### src/rtl/systolic_drain.sv
// Snapshots the flat N*N result bus on a capture strobe and streams the elements
// out row-major over valid/ready, tagged with row/col indices and a last flag.
module systolic_drain #(
    parameter int W = 32,
    parameter int N = 3
) (
    input  logic                              i_clk,
    input  logic                              i_rst,
    input  logic                              i_capture,
    input  logic [W*N*N-1:0]                  i_C,
    output logic                              o_valid,
    input  logic                              i_ready,
    output logic [W-1:0]                      o_data,
    output logic [((N > 1) ? $clog2(N) : 1)-1:0] o_row,
    output logic [((N > 1) ? $clog2(N) : 1)-1:0] o_col,
    output logic                              o_last,
    output logic                              o_busy,
    output logic                              o_overrun,
    input  logic                              i_clr_overrun
);
    localparam int CW = (N > 1) ? $clog2(N) : 1;
    localparam int NE = N * N;
    localparam int KW = (NE > 1) ? $clog2(NE) : 1;

    typedef enum logic {S_IDLE = 1'b0, S_STREAM = 1'b1} state_t;

    state_t          r_state;
    state_t          w_state_next;
    logic [W-1:0]    r_buf [NE];
    logic [W-1:0]    w_elem [NE];
    logic [KW-1:0]   r_k;
    logic [CW-1:0]   r_row;
    logic [CW-1:0]   r_col;
    logic            r_overrun;

    logic w_stream, w_xfer, w_at_last, w_final, w_accept, w_drop;

    genvar gi;
    generate
        for (gi = 0; gi < NE; gi++) begin : g_unpack
            assign w_elem[gi] = i_C[gi*W +: W];
        end
    endgenerate

    assign w_stream  = (r_state == S_STREAM);
    assign w_xfer    = w_stream && i_ready;
    assign w_at_last = (r_k == KW'(NE - 1));
    assign w_final   = w_xfer && w_at_last;
    // A capture coinciding with the final transfer reloads without a bubble.
    assign w_accept  = i_capture && (!w_stream || w_final);
    assign w_drop    = i_capture && w_stream && !w_final;

    always_ff @(posedge i_clk or posedge i_rst) begin
        if (i_rst) begin
            r_state <= S_IDLE;
        end else begin
            r_state <= w_state_next;
        end
    end

    always_comb begin
        w_state_next = r_state;
        case (r_state)
            S_IDLE:   if (i_capture) w_state_next = S_STREAM;
            S_STREAM: if (w_final && !i_capture) w_state_next = S_IDLE;
            default:  w_state_next = S_IDLE;
        endcase
    end

    always_ff @(posedge i_clk or posedge i_rst) begin
        if (i_rst) begin
            for (int i = 0; i < NE; i++) r_buf[i] <= '0;
        end else if (w_accept) begin
            for (int i = 0; i < NE; i++) r_buf[i] <= w_elem[i];
        end
    end

    // Row/col run alongside k so no divider is needed.
    always_ff @(posedge i_clk or posedge i_rst) begin
        if (i_rst) begin
            r_k   <= '0;
            r_row <= '0;
            r_col <= '0;
        end else if (w_accept || w_final) begin
            r_k   <= '0;
            r_row <= '0;
            r_col <= '0;
        end else if (w_xfer) begin
            r_k <= r_k + KW'(1);
            if (r_col == CW'(N - 1)) begin
                r_col <= '0;
                r_row <= r_row + CW'(1);
            end else begin
                r_col <= r_col + CW'(1);
            end
        end
    end

    always_ff @(posedge i_clk or posedge i_rst) begin
        if (i_rst) begin
            r_overrun <= 1'b0;
        end else if (w_drop) begin
            r_overrun <= 1'b1;
        end else if (i_clr_overrun) begin
            r_overrun <= 1'b0;
        end
    end

    always_comb begin
        o_valid   = w_stream;
        o_busy    = w_stream;
        o_data    = '0;
        o_row     = r_row;
        o_col     = r_col;
        o_last    = w_stream && w_at_last;
        o_overrun = r_overrun;
        if (w_stream) o_data = r_buf[r_k];
    end
endmodule

### config.mk
export PLATFORM = sky130hd
export DESIGN_NAME = systolic_drain
export DESIGN_NICKNAME = d
export VERILOG_FILES = /design/src/rtl/systolic_drain.sv
export SDC_FILE = /design/constraint.sdc
export NUM_CORES = 1
export LEC_CHECK = 0
export ABC_AREA = 1
export ABC_CLOCK_PERIOD_IN_PS = 13800
export BUFFER_PORTS_ARGS = -buffer_cell sky130_fd_sc_hd__buf_2
export CORE_MARGIN = 4
export CORE_UTILIZATION = 42
export CTS_CLUSTER_DIAMETER = 120
export CTS_CLUSTER_SIZE = 8
export DETAILED_ROUTE_END_ITERATION = 16
export HOLD_SLACK_MARGIN = 0.06
export PLACE_DENSITY = 0.73
export RECOVER_POWER = 100
export SYNTH_ARGS = -nofsm -noshare
export SYNTH_HDL_FRONTEND = slang
export SYNTH_SLANG_ARGS = --single-unit
### constraint.sdc
create_clock -name i_clk -period 13.8 [get_ports i_clk]
set_clock_uncertainty 0.05 [all_clocks]
set_input_delay 2.07 -clock i_clk [delete_from_list [all_inputs] [get_ports i_clk]]
set_output_delay 2.07 -clock i_clk [all_outputs]
set_load 0.05 [all_outputs]
; Word level (Yosys, flattened, before mapping)
; Cells that the tools add are included.
[totals]
reg_bits = 298
input_bits = 293
out_inout_bits = 40
wordCells = 55
[classes]
add_sub_neg = 3
magnitude_cmp = 1
eq_ne = 2
mux = 17
n_bitwise = 2
reduce_logical = 16
[op_table]
columns = operator, n
row1 = $bmux W32 S4, 1
row2 = $mux W32, 3
row3 = $mux W2, 6
row4 = $mux W4, 2
row5 = $logic_and A1 B1 Y1, 7
row6 = $reduce_bool A2 Y1, 3
row7 = $ge A5 B5 Y1 const B, 1
row8 = $not A4 Y5, 1
row9 = $add A2 B1 Y2 const B, 2
row10 = $add A4 B1 Y4 const B, 1
row11 = $eq A4 B4 Y1 const B, 1
row12 = $mux W1, 4
row13 = $logic_not A1 Y1, 3
row14 = $eq A2 B2 Y1 const B, 1
row15 = $logic_or A1 B1 Y1, 2
row16 = $pmux W1 S2, 1
row17 = $reduce_and A2 Y1, 1
row18 = $not A1 Y1, 1

; Depth between registers and ports, before layout
[depth]
ltp_word = 7
mapped_depth = 11
depth_no_buf = 8

; Worst setup path after synthesis
; OpenSTA, ideal clock, no wires.
[synth_timing]
path_kind = register to output
from = reg r_k[1]
to = out o_data[10]
arrival_time_ns = 2.079
required_ns = 11.680
setup_slack_ns = 9.601
stages_incl_launch_ff = 6
path_buffers = 2
path_cell_list = dfrtp_1 buf_2 nor4_2 clkbuf_1 nand2_1 a21oi_1
[synth_between]
elab_chain_len = 5
[synth_lines]
columns = element, line_no
row1 = "start, declared", 31  ; logic [KW-1:0] r_k;
row2 = "start signal, assigned", 89  ; r_k <= r_k + KW'(1);
row3 = $not A4 Y5 (not written as such), 117  ; if (w_stream) o_data = r_buf[r_k];
row4 = $bmux W32 S4, 117
row5 = $mux W32 (not written as such) (2 in series), 117
row6 = $mux W32, 117
row7 = "end, declared", 13  ; output logic [W-1:0] o_data,
; No other way between the ends. The select of a mux whose other input is x is not followed.

; Worst setup path after layout
[layout_timing]
from = reg r_k[0]
to = out o_data[2]
; The elaborated chain is that of the path after synthesis.

==> qor.yml <==
crit_required_ns: 11.68
crit_arrival_ns: 7.59
cts-resized-gates: 0
finalWirelength_mm: 55.1
crit_path_cell_trace: "clkinvlp_2 > buf_4 > nand2_1 > nand3_1 > nand3_1 > nand3_1 > a21oi_1 > clkbuf_1"
viasPerCell: 5.23
crit_type: "reg -> out"
tightest_slew_ns: 4.42
fillers: 3380
hold_violations: 0
utilization_pct: 51.2
cts_tree: "done"
antenna_found_initial: 1
critPathMaxStageDelay_ns: 2.66
syn2layout_area_growth_pct: 19.7
r2r_cells: 9
initial_utilization_pct: 42.8
numCtsBuffers: 43
synth.avg_cell_area_sq_um: 7.51
grt_pass1_vias: 13200
clock_path_buffers: 3
max_freq_mhz: 103
ys_warn_count: 0
hp-class: "reg -> reg"
stdcell_area_sq_um: 17200
yosys.area.top_type: "dfrtp_1"
drtAntennaViolNets: 0
seq_area_frac_synth_pct: 51.7
crit_top_cell: "nand3_1"
clk_latency_ns: 0.55
wire_per_inst_um: 20.9
grt-ovfl-total: 0
rows: 67
clkSinkCount: 298
die_h_um: 193
drive_gt1_share_pct: 17.3
ys_top_cells_by_area: "dfrtp_1 (52%), nand2_1 (11%), nand3_1 (9.0%)"
netlist_area_sq_um: 14400
die_area_sq_um: 37300
ir_drop_mv: 0.239
cts-root-buf: "clkbuf_16"
grt_pass1_wl_mm: 81.7
final_max_slew_viol_count: 367
dp_hpwl_mm: 41.8
cts_hold_buffers: 0
synth.distinct_cells: 24
clkTransAtPathRegs_ns: 0.05
ios: 333
cp-end-kind: "primary output"
critPathMaxFanout: 84
nets: 2475
final.setup.tns_ns: 0
p_leak_nw: 9.32
netlist_instances: 1920
maxCapViolCount: 5
holdPathStages: 2
dpl_cell_area_sq_um: 16200
syn-num-nets: 2215
grt_max_degree: 266
coreArea_sq_um: 33700
drc: 0
num_vias: 13800
yosys_register_bits: 298
rsz0062_at_grt: "false"
p_per_area_nw_per_um2: 266
critical-path-top-delay-family: "buffers and inverters"
period_minus_slack_ns: 9.71
startpoint_type: "flip-flop"
grt.total_usage_pct: 28.4
status: "finished with violations"
htree_num_levels: 2
finalCritPeriodShare_pct: 70.4
whs_ns: 0.417
dr.pass1.iters: 5
place.gp.congestion: 1.03
port_buffers: 332
layout_common_cells: "nand2_1 (424), buf_2 (310), dfrtp_1 (297)"
final_common_cell: "nand2_1"
worst-path-stages: 8
crit_buf_inv: 3
fp.dieW_um: 193
cp_slowest_cell: "clkinvlp_2"
violations: "capacitance limit, slew limit"
post_cts_buffers: 0
setup_violations: 0
synth_top_area_share_pct: 51.7
dr.first_iter.drc_count: 1489
relSlewSlack_pct: -196
==> sequential cells by signal, indices dropped and copies added (netlist names) <==
name and flops:
r_k 4, r_buf 288, o_col 2, o_row 2, o_busy 1, o_overrun 1
==> tightest hold or removal path: cells and delay by family (launching register included) <==
family,cells,cell delay (ns)
flip-flops,1,0.34
AND/OR/NAND/NOR,2,0.09
==> layer usage <==
metal / GRT usage, % / part of all wire [%]
met1: 39.7 / 43
met2: 41.8 / 44
met3: 6.47 / 8.0
met4: 14.0 / 5.6
met5: 0 / 0
==> final cells by class <==
cell class / instances / area [sq um] / share of cell area [%]
flip-flops and latches: 298 / 7460 / 43.3
multi-input cells: 1257 / 5470 / 31.7
repair buffers: 344 / 1730 / 10.0
clock buffers: 44 / 1080 / 6.26
inverters: 236 / 888 / 5.15
well taps: 448 / 561 / 3.25
clock inverters: 4 / 57.6 / 0.334
diodes: 1 / 2.50 / 0.0145
==> Yosys cell counts, drive strengths merged <==
cell,instances
inv,235
nand3,261
o21ai,3
xor2,2
nor4,1
o22ai,3
buf,76
o21a,1
nor2,294
or2,1
a21oi,256
ha,2
dfrtp,298
clkbuf,53
nand2,427
o211ai,3
clkinv,1
nand4,3
==> path summary, 6_finish.rpt <==
| check | from | end | slack, ns |
|---|---|---|---|
| worst min register to register | r_buf[27] | r_buf[27] | 0.42 |
| worst max register to register | r_k[0] | r_buf[50] | 5.05 |
| max in group asynchronous | i_rst | r_buf[185] | 5.76 |
| worst min-delay path | r_buf[27] | r_buf[27] | 0.42 |
| min in group asynchronous | i_rst | r_buf[42] | 2.75 |
| worst max-delay path | r_k[0] | o_data[2] | 4.09 |
==> where the power goes <==
| part | switching, mW | total [mW] | internal [mW] |
|---|---|---|---|
| Combinational | 1.64 | 2.19 | 0.550 |
| Clock | 0.378 | 0.931 | 0.553 |
| Sequential | 0.196 | 1.47 | 1.27 |
| Total | 2.22 | 4.59 | 2.38 |
==> logic make-up (layout without fill, tap and decap cells) <==
kind of cell	Yosys count	in the layout	synth area share [%]
simple gates	987	987	28.2
buf+inv	365	628	10.4
flops	298	298	51.7
compound gates	266	266	9.33
fa+ha+maj	2	2	0.174
xor+xnor	2	2	0.122
other cells	0	1	0
==> through the flow <==
step           power, mW  instances  worst slack (ns)
3_5_place_dp        3.64       2583              8.10
5_1_grt             4.84       2632              3.66
4_1_cts             4.58       2631              7.52
3_3_place_gp        3.61       2583              8.13
2_1_floorplan       2.90       1920              3.45
6_report            4.59       2632              4.09
Power figures use the tool's default switching activity.
